==> config.mk <==
export PLATFORM = sky130hd
export DESIGN_NAME = instr_sequencer
export DESIGN_NICKNAME = d
export VERILOG_FILES = /design/src/rtl/isa_pkg.sv /design/src/rtl/instr_decoder.sv /design/src/rtl/instr_sequencer.sv
export SDC_FILE = /design/constraint.sdc
export NUM_CORES = 1
export LEC_CHECK = 0
export BUFFER_PORTS_ARGS = -buffer_cell sky130_fd_sc_hd__buf_2
export CELL_PAD_IN_SITES_DETAIL_PLACEMENT = 0
export CELL_PAD_IN_SITES_GLOBAL_PLACEMENT = 2
export CORE_UTILIZATION = 31
export CTS_CLUSTER_SIZE = 8
export DETAILED_ROUTE_END_ITERATION = 16
export PLACE_DENSITY = 0.85
export SYNTH_ARGS = -nofsm -noshare
export SYNTH_HDL_FRONTEND = slang
export SYNTH_SLANG_ARGS = --single-unit
export TNS_END_PERCENT = 20
==> constraint.sdc <==
create_clock -name i_clk -period 4.4 [get_ports i_clk]
set_input_delay 0.66 -clock i_clk [delete_from_list [all_inputs] [get_ports i_clk]]
set_output_delay 0.66 -clock i_clk [all_outputs]
set_load 0.02 [all_outputs]
==> src/rtl/isa_pkg.sv <==
// Shared ISA definitions for the 8-bit datapath sequencer: opcodes, ALU selects,
// FSM states, instruction-word field positions and the decoded control bundle.
package isa_pkg;

  // Opcode field values (IR[27:24])
  localparam logic [3:0] OP_LOADI = 4'h0;
  localparam logic [3:0] OP_MOV   = 4'h1;
  localparam logic [3:0] OP_ADD   = 4'h2;
  localparam logic [3:0] OP_SUB   = 4'h3;
  localparam logic [3:0] OP_AND   = 4'h4;
  localparam logic [3:0] OP_OR    = 4'h5;
  localparam logic [3:0] OP_HALT  = 4'hF;

  // ALU function selects
  localparam logic [2:0] ALU_FWD = 3'b000;
  localparam logic [2:0] ALU_ADD = 3'b001;
  localparam logic [2:0] ALU_AND = 3'b010;
  localparam logic [2:0] ALU_OR  = 3'b011;

  // Instruction-word field positions and widths
  localparam int IR_SRC1_LSB = 0;
  localparam int IR_IMM_LSB  = 0;
  localparam int IR_SRC2_LSB = 8;
  localparam int IR_DEST_LSB = 16;
  localparam int IR_OPC_LSB  = 24;
  localparam int REG_ADDR_W  = 3;
  localparam int IMM_W       = 8;
  localparam int OPC_W       = 4;

  // Sequencer states
  typedef enum logic [2:0] {
    S_IDLE,
    S_FETCH,
    S_DECODE,
    S_EXEC,
    S_WB,
    S_HALT,
    S_FAULT
  } state_t;

  // Control bundle produced by the decoder for the instruction held in IR
  typedef struct packed {
    logic [2:0] alu_select;
    logic       imm_sel;
    logic       sub_sel;
    logic       writes;
    logic       is_halt;
    logic       is_illegal;
  } decode_t;

endpackage

==> src/rtl/instr_decoder.sv <==
// Purely combinational opcode decoder: turns the IR opcode field into the
// datapath control bundle. Undefined opcodes produce an all-quiet bundle with
// only is_illegal set, so nothing is written for them.
module instr_decoder
  import isa_pkg::*;
(
  input  logic [OPC_W-1:0] i_opcode,
  output decode_t          o_dec
);

  // Map each opcode onto ALU function, operand muxes and write intent
  always_comb begin
    o_dec = '0;
    case (i_opcode)
      OP_LOADI: begin
        o_dec.alu_select = ALU_FWD;
        o_dec.imm_sel    = 1'b1;
        o_dec.writes     = 1'b1;
      end
      OP_MOV: begin
        o_dec.alu_select = ALU_FWD;
        o_dec.writes     = 1'b1;
      end
      OP_ADD: begin
        o_dec.alu_select = ALU_ADD;
        o_dec.writes     = 1'b1;
      end
      OP_SUB: begin
        o_dec.alu_select = ALU_ADD;
        o_dec.sub_sel    = 1'b1;
        o_dec.writes     = 1'b1;
      end
      OP_AND: begin
        o_dec.alu_select = ALU_AND;
        o_dec.writes     = 1'b1;
      end
      OP_OR: begin
        o_dec.alu_select = ALU_OR;
        o_dec.writes     = 1'b1;
      end
      OP_HALT: begin
        o_dec.is_halt = 1'b1;
      end
      default: begin
        o_dec.is_illegal = 1'b1;
      end
    endcase
  end

endmodule

==> src/rtl/instr_sequencer.sv <==
// Multi-cycle control sequencer: fetches 32-bit instructions over a req/ack
// handshake, then steps each one through DECODE, EXEC and WB while driving the
// register file, ALU and operand-mux controls. HALT and fetch-timeout FAULT are
// sticky until reset; undefined opcodes pulse illegal and are skipped.
module instr_sequencer
  import isa_pkg::*;
#(
  parameter logic [31:0] RESET_PC      = 32'h0,
  parameter int          PC_STEP       = 4,
  parameter int          FETCH_TIMEOUT = 16,
  // Start value of the retired counter; nonzero only to exercise its wrap point
  parameter logic [15:0] RETIRED_INIT  = 16'h0
) (
  input  logic                  i_clk,
  input  logic                  i_reset,
  input  logic                  i_run,
  output logic                  o_imem_req,
  output logic [31:0]           o_imem_addr,
  input  logic                  i_imem_ack,
  input  logic [31:0]           i_imem_rdata,
  output logic [REG_ADDR_W-1:0] o_rf_out1addr,
  output logic [REG_ADDR_W-1:0] o_rf_out2addr,
  output logic [REG_ADDR_W-1:0] o_rf_inaddr,
  output logic                  o_rf_we,
  output logic [2:0]            o_alu_select,
  output logic [IMM_W-1:0]      o_imm_value,
  output logic                  o_imm_sel,
  output logic                  o_sub_sel,
  output logic                  o_halted,
  output logic                  o_fault,
  output logic                  o_illegal,
  output logic [15:0]           o_retired
);

  localparam int                WAIT_W    = $clog2(FETCH_TIMEOUT + 1);
  localparam logic [WAIT_W-1:0] WAIT_LAST = WAIT_W'(FETCH_TIMEOUT - 1);

  state_t            r_state;
  logic [31:0]       r_pc;
  logic [31:0]       r_ir;
  logic [WAIT_W-1:0] r_wait;
  logic [15:0]       r_retired;
  logic              r_imem_req;
  logic              r_rf_we;
  logic              r_halted;
  logic              r_fault;

  decode_t           w_dec;
  logic              w_ctrl_active;
  logic [OPC_W-1:0]  w_opcode;
  logic              w_unused_ir_bits;

  assign w_opcode = r_ir[IR_OPC_LSB +: OPC_W];

  instr_decoder u_decoder (
    .i_opcode (w_opcode),
    .o_dec    (w_dec)
  );

  // Decoded controls are only presented while an instruction is in flight
  assign w_ctrl_active = (r_state == S_DECODE) || (r_state == S_EXEC) || (r_state == S_WB);

  assign o_rf_out1addr = w_ctrl_active ? r_ir[IR_SRC1_LSB +: REG_ADDR_W] : '0;
  assign o_rf_out2addr = w_ctrl_active ? r_ir[IR_SRC2_LSB +: REG_ADDR_W] : '0;
  assign o_rf_inaddr   = w_ctrl_active ? r_ir[IR_DEST_LSB +: REG_ADDR_W] : '0;
  assign o_imm_value   = w_ctrl_active ? r_ir[IR_IMM_LSB +: IMM_W] : '0;
  assign o_alu_select  = w_ctrl_active ? w_dec.alu_select : '0;
  assign o_imm_sel     = w_ctrl_active & w_dec.imm_sel;
  assign o_sub_sel     = w_ctrl_active & w_dec.sub_sel;
  assign o_illegal     = (r_state == S_DECODE) & w_dec.is_illegal;

  assign o_imem_req    = r_imem_req;
  assign o_imem_addr   = r_pc;
  assign o_rf_we       = r_rf_we;
  assign o_halted      = r_halted;
  assign o_fault       = r_fault;
  assign o_retired     = r_retired;

  // Instruction bits outside the defined fields are carried in IR but never used
  assign w_unused_ir_bits = ^{r_ir[31:28], r_ir[23:19], r_ir[15:11]};

  // Main FSM: PC, IR, fetch timeout and retired bookkeeping; reset wins over all
  always_ff @(posedge i_clk) begin
    if (i_reset) begin
      r_state    <= S_IDLE;
      r_pc       <= RESET_PC;
      r_ir       <= '0;
      r_wait     <= '0;
      r_retired  <= RETIRED_INIT;
      r_imem_req <= 1'b0;
      r_rf_we    <= 1'b0;
      r_halted   <= 1'b0;
      r_fault    <= 1'b0;
    end else begin
      case (r_state)
        S_IDLE: begin
          if (i_run) begin
            r_state    <= S_FETCH;
            r_imem_req <= 1'b1;
            r_wait     <= '0;
          end
        end
        S_FETCH: begin
          if (i_imem_ack) begin
            r_ir       <= i_imem_rdata;
            r_imem_req <= 1'b0;
            r_state    <= S_DECODE;
          end else if (r_wait == WAIT_LAST) begin
            r_imem_req <= 1'b0;
            r_fault    <= 1'b1;
            r_state    <= S_FAULT;
          end else begin
            r_wait <= r_wait + 1'b1;
          end
        end
        S_DECODE: begin
          if (w_dec.is_halt) begin
            r_halted <= 1'b1;
            r_state  <= S_HALT;
          end else begin
            r_state <= S_EXEC;
          end
        end
        S_EXEC: begin
          r_rf_we <= w_dec.writes;
          r_state <= S_WB;
        end
        S_WB: begin
          r_rf_we <= 1'b0;
          r_pc    <= r_pc + 32'(PC_STEP);
          if (!w_dec.is_illegal) begin
            r_retired <= r_retired + 16'd1;
          end
          if (i_run) begin
            r_state    <= S_FETCH;
            r_imem_req <= 1'b1;
            r_wait     <= '0;
          end else begin
            r_state <= S_IDLE;
          end
        end
        S_HALT: begin
          r_state <= S_HALT;
        end
        S_FAULT: begin
          r_state <= S_FAULT;
        end
        default: begin
          r_state <= S_IDLE;
        end
      endcase
    end
  end

endmodule

==> impl_metrics.toml, run 1 <==
[run_status]
status = "complete, no violations"

[logic_synthesis]
yosys_warnings = 0
synth_enable_flop_cells = 0
async_flop_share_pct = 0
ys.flop_type = "dfxtp_1"
syn_inst = 420
ys_seq_area_share_pct = 43.6
synthesis.area_um2 = 3490
netlist-cell-type-count = 45
yosys_register_bits = 76
postSynthAreaPerCell_um2 = 8.32

[pwr]
p_switching_w = 0.000324
peakVddDrop_v = 0.000164
netSwitchingFraction_pct = 22.1
p_clk_share_pct = 45.1
p_comb_share_pct = 5.9
intPower_w = 0.00114
seqPwrFrac_pct = 49.0
power.leakage_nw = 1.77
powerDensity_nw_per_um2 = 344

[sta]
fmax_mhz = 321
fin_skew_ns = 0.00542
hold_slack_ns = 0.452
finalHoldViolCount = 0
min_period_ns = 3.12
max_slew_margin_pct = 29.1
fin_crit_sh_pct = 70.8
setup_violations = 0
rsz0062_at_grt = "false"
final_max_slew_viol_count = 0
fin_tns_setup_ns = 0
tightestPinTransition_ns = 1.06

[grt]
track_usage_pct = 14.3
antenna_found_initial = 0
grt_max_degree = 40
overflow = 0
grt_pass1_wl_um = 12900
grt_pass1_vias = 2693

[drt]
vias_per_cell = 4.72
final_antenna_net_count = 0
drt_iter0_drc = 156
wl_per_cell_um = 12.4
route.detailed.drc = 0
vias = 3037
dr.pass1.iters = 4
wl_um = 7980

[cells_and_area]
drive_gt1_share_pct = 23.6
fillers = 1141
synthToLayoutAreaGrowth_pct = 21.7
fin_nets = 539
antenna_cells = 0
final_common_cell = "buf_2"
mostFrequentLayoutCells = "buf_2 (93), dfxtp_1 (76), nand2_1 (59)"

[clocking]
ctsRootBufferMaster = "clkbuf_8"
clk_latency_ns = 0.35
cts_tree = "done"
cts_made_buffers = 9
clkTransAtPathRegs_ns = 0.08
cts.sinks = 76
hold_buffers = 0
cts_buffer_depth = 2
h-tree-depth = 3
cts_resized = 0
cts_setup_buffers = 0

[critical_path]
crit_arrival_ns = 2.46
cp-end-kind = "primary output"
crit_fanout = 15
critPathMaxStageDelay_ns = 0.53
critPathRequiredTime_ns = 3.74
path_cells = "inv_1 > nor3_2 > a21oi_1 > buf_4 > or2_2 > nor3b_1 > buf_2"
critPathSlowestCell = "dfxtp_1"
start_kind = "register"
cp_top_family = "simple AND/OR/NAND/NOR gates"
cp.buffers_inverters = 3
worst-setup-path-type = "register to primary output"

[die]
core_area_um2 = 10900
start_util_pct = 32.1
die_w_um = 108
core.rowCount = 38
die_h_um = 108
ios = 111
dieArea_um2 = 11700

[hold_path]
min_path_type = "register to register"

[placement]
dp_hpwl_um = 5510
globalplace.congestion = 0.743
numPortBuffers = 93

[job]
maxCapViolCount = 0
worst paths after layout:
kind	cells past startpoint	to	slack (ns)	startpoint
max	7	o_alu_select[1]	1.28	r_state[2]
min	2	r_ir[9]	0.45	r_ir[9]
max reg2reg	8	r_wait[3]	2.09	r_wait[0]
min reg2reg	2	r_ir[9]	0.45	r_ir[9]
through the flow:
stage	utilization [%]	total power, W	setup slack (ns)	std cells	instance area [um^2]
3_3_place_gp	36.8	0.000820	1.66	628	4000
3_5_place_dp	36.8	0.000821	1.63	628	4000
5_1_grt	39.0	0.00153	1.03	644	4250
6_report	39.0	0.00146	1.28	644	4250
2_1_floorplan	-	0.000796	1.75	422	3500
4_1_cts	39.0	0.00149	1.23	644	4250
area by class of cell:
type	count	area [um^2]	area share (%)
clock buffers	12	155	3.65
repair buffers	95	480	11.3
inverters	5	18.8	0.441
flip-flops and latches	76	1520	35.8
clock inverters	4	95.1	2.24
well taps	140	175	4.12
multi-input cells	312	1810	42.5
power by group through the flow:
stage | clock network [W] | logic [W] | registers [W]
finish | 0.000661 | 0.0000869 | 0.000717
global route | 0.000715 | 0.0000982 | 0.000719
CTS | 0.000685 | 0.0000892 | 0.000716
detailed placement | 0 | 0.0000889 | 0.000733
global placement | 0 | 0.0000881 | 0.000732
floorplan | 0 | 0.0000712 | 0.000725
kinds of logic (layout without fill, tap and decap cells):
kind of cell	count (synthesis)	count (layout)	synth area share (%)
adder cells (fa/ha/maj)	4	4	1.43
other	1	3	0.107
AO/OA/AOI/OAI	48	48	8.42
XOR/XNOR	45	45	11.3
flip-flops	76	76	43.6
AND/OR/NAND/NOR	211	211	29.9
buffers and inverters	34	116	4.98
multiplexers	1	1	0.287
state kept, by name, indices dropped and copies added, names as in the netlist:
register,count
o_imem_req,1
r_ir,18
o_rf_we,1
o_imem_addr,30
r_state,3
o_fault,1
o_halted,1
o_retired,16
r_wait,5
worst register-to-register path, delay by kind of cell, from the launching register on:
| kind | cells | cell delay, ns |
|---|---|---|
| DFF | 1 | 0.34 |
| and+or+nand+nor | 4 | 1.05 |
| xor gates and xnor gates | 1 | 0.15 |
| AOI/OAI and AO/OA | 1 | 0.25 |
| adders and majority gates | 2 | 0.41 |
synth_stat cells (all sizes together), types with 2 or more instances:
| master | instances | area (um^2) |
|---|---|---|
| buf | 15 | 103 |
| dfxtp | 76 | 1520 |
| nand2b | 3 | 18.8 |
| a21oi | 30 | 161 |
| and4 | 5 | 43.8 |
| nor2 | 58 | 223 |
| nor3b | 3 | 22.5 |
| a211oi | 3 | 35.0 |
| and2 | 4 | 25.0 |
| or3 | 2 | 12.5 |
| nand3 | 16 | 80.1 |
| nand2 | 59 | 221 |
| inv | 5 | 18.8 |
| o21ai | 6 | 30.0 |
| ha | 4 | 50.1 |
| nor3 | 7 | 45.0 |
| xnor2 | 8 | 70.1 |
| a31oi | 2 | 12.5 |
| clkbuf | 14 | 52.6 |
| nand4 | 24 | 150 |
| nor2b | 16 | 100 |
| xor2 | 37 | 324 |
| and3 | 8 | 50.1 |
metal layers:
metal / vias to the layer above / global-route usage [%] / part of all wire [%] / wire, um
met5: - / 0 / 0 / 0
met4: 0 / 7.34 / 1.8 / 142
met3: 11 / 4.16 / 6.0 / 477
met2: 66 / 22.0 / 44 / 3520
met1: 1393 / 18.0 / 48 / 3840
li1: 1567 / - / - / -
Note: power is estimated with default switching activity, not from simulation.
==> run 2, diff against run 1 <==
--- a/config.mk
+++ b/config.mk
@@ -8,10 +8,10 @@
 export BUFFER_PORTS_ARGS = -buffer_cell sky130_fd_sc_hd__buf_2
 export CELL_PAD_IN_SITES_DETAIL_PLACEMENT = 0
 export CELL_PAD_IN_SITES_GLOBAL_PLACEMENT = 2
-export CORE_UTILIZATION = 31
+export CORE_UTILIZATION = 26
 export CTS_CLUSTER_SIZE = 8
 export DETAILED_ROUTE_END_ITERATION = 16
-export PLACE_DENSITY = 0.85
+export PLACE_DENSITY = 0.76
 export SYNTH_ARGS = -nofsm -noshare
 export SYNTH_HDL_FRONTEND = slang
 export SYNTH_SLANG_ARGS = --single-unit
==> constraint.sdc (replaced) <==
create_clock -name i_clk -period 2.8 [get_ports i_clk]
set_input_delay 0.42 -clock i_clk [delete_from_list [all_inputs] [get_ports i_clk]]
set_output_delay 0.42 -clock i_clk [all_outputs]
set_load 0.02 [all_outputs]
==> run 2 against run 1 <==
  * Clock power is 51% higher
  * Combinational power is 76% higher
  * First-iteration DRC count is 4.5% higher
  * Critical path depth is 1 lower
  * Sequential power is 56% higher
  * Clock-buffer cell count is 1 higher
  * Final cell count is 5.7% higher
  * Die area is 19% higher
  * Design area is 2.4% higher
  * Register-to-register slack worse by 1.6 ns
  * Setup slack worse by 0.97 ns
==> impl_metrics.toml, run 2 (synthesized netlist as in run 1, its figures left out) <==
[critical_path]
regToRegStartpoint = "r_wait[0]"
crit_fanout = 12
worst-setup-path-type = "register to primary output"
reg2reg_depth = 8
cp-end-kind = "primary output"
start_kind = "register"
worst_r2r_endpoint = "r_wait[3]"
reg2reg_slack_ns = 0.52
crit_arrival_ns = 2.07
critPathRequiredTime_ns = 2.38

[sta]
fin_tns_setup_ns = 0
min_period_ns = 2.49
setup_violations = 0
final_max_slew_viol_count = 0
rsz0062_at_grt = "false"
fin_skew_ns = 0.00456
fin_ws_ns = 0.310
finalHoldViolCount = 0
tightestPinTransition_ns = 0.745
fmax_mhz = 402
fin_crit_sh_pct = 88.9
max_slew_margin_pct = 50.2

[drt]
final_antenna_net_count = 0
wl_per_cell_um = 12.8
route.detailed.drc = 0
drt_iter0_drc = 163
vias_per_cell = 4.53
maxUsedRoutingLayer = "met4"
met3_length_um = 466
wl_met2_um = 3840
dr.pass1.iters = 4
vias = 3085
met1_length_um = 4350
wl_um = 8710

[hold_path]
hold_depth = 3
min_path_type = "input port to register"
hp-start = "i_imem_rdata[7]"
hold_path_end = "r_ir[7]"

[placement]
dp_hpwl_um = 6000
globalplace.congestion = 0.705
pre_cts_slack_ns = 0.513
numPortBuffers = 93

[cells_and_area]
largest_register_ffs = 30
final_util_pct = 33.8
mostFrequentLayoutCells = "buf_2 (93), dfxtp_1 (76), nand2_1 (59)"
drive_gt1_share_pct = 23.8
fillers = 1383
regArea_um2 = 1520
multi_input_area_um2 = 1810
antenna_cells = 0
synthToLayoutAreaGrowth_pct = 24.6
fin_nets = 547
final_common_cell = "buf_2"

[job]
maxCapViolCount = 0

[die]
ios = 111
start_util_pct = 27.1
core.rowCount = 41
core_area_um2 = 12900
die_h_um = 118
die_w_um = 118
dieArea_um2 = 13900

[grt]
grt_max_degree = 34
track_usage_pct = 13.0
grt_pass1_vias = 2857
grt_pass1_wl_um = 14500
overflow = 0
antenna_found_initial = 0

[pwr]
power.total_w = 0.00227
powerDensity_nw_per_um2 = 522
peakVddDrop_v = 0.000248
power.leakage_nw = 1.81

[clocking]
cts_made_buffers = 9
clk_latency_ns = 0.33
ctsRootBufferMaster = "clkbuf_16"
cts_buffer_depth = 2
cts_setup_buffers = 0
hold_buffers = 0
cts.sinks = 76
cts_tree = "done"
clkTransAtPathRegs_ns = 0.05
cts_resized = 0
h-tree-depth = 3

[run_status]
status = "complete, no violations"
run 2: cell types whose count changed in the layout (fill, tap and decap cells not counted):
cell       previous run  this run
buf_4                 2         9
clkbuf_16             0         9
buf_12                0         1
bufinv_16             3         0
clkbuf_8             11         0
clkinv_2              1         0
clkbuf_1              1         4
run 2: where the power goes:
group	switching [W]	internal, W	total (W)
Combinational	0.0000966	0.0000562	0.000153
Clock	0.000413	0.000586	0.000999
Sequential	0.0000168	0.00110	0.00112
Total	0.000526	0.00175	0.00227
run 2: per-stage QoR:
stage          std cells  area, um^2  hold WS (ns)
5_1_grt              681        4350         0.317
3_3_place_gp         668        4110         0.437
4_1_cts              681        4350         0.312
6_report             681        4350         0.325
3_5_place_dp         668        4110         0.442
2_1_floorplan        422        3500         0.432
run 2: how the worst max path moves through the flow:
stage / cells past startpoint / slack (ns) / to / start
finish: 6 / 0.31 / o_imm_sel / r_state[2]
global route: 6 / 0.1 / o_imm_sel / r_state[2]
CTS: 6 / 0.29 / o_alu_select[1] / r_state[2]
detailed placement: 8 / 0.51 / r_wait[3] / r_wait[0]
global placement: 8 / 0.51 / r_wait[3] / r_wait[0]
floorplan: 6 / 0.39 / o_imm_sel / r_state[2]
run 2: critical path, stage by stage (launching register included):
cell and delay [ns]:
dfxtp_1 0.53, inv_1 0.14, nor3_2 0.24, a21oi_1 0.08
or2_2 0.32, nor4_1 0.19, buf_2 0.22
run 2: metal layers:
metal,track usage [%],vias to the layer above
met5,0,-
met4,3.13,0
met3,5.04,5
met2,20.3,70
met1,16.8,1435
li1,-,1575
run 2: layout make-up:
class / count / share of cell area, %
Inverter: 5 / 0.431
Timing Repair Buffer: 103 / 12.7
Multi-Input combinational cell: 312 / 41.5
Tap cell: 172 / 4.94
Sequential cell: 76 / 34.9
Clock buffer: 13 / 5.52
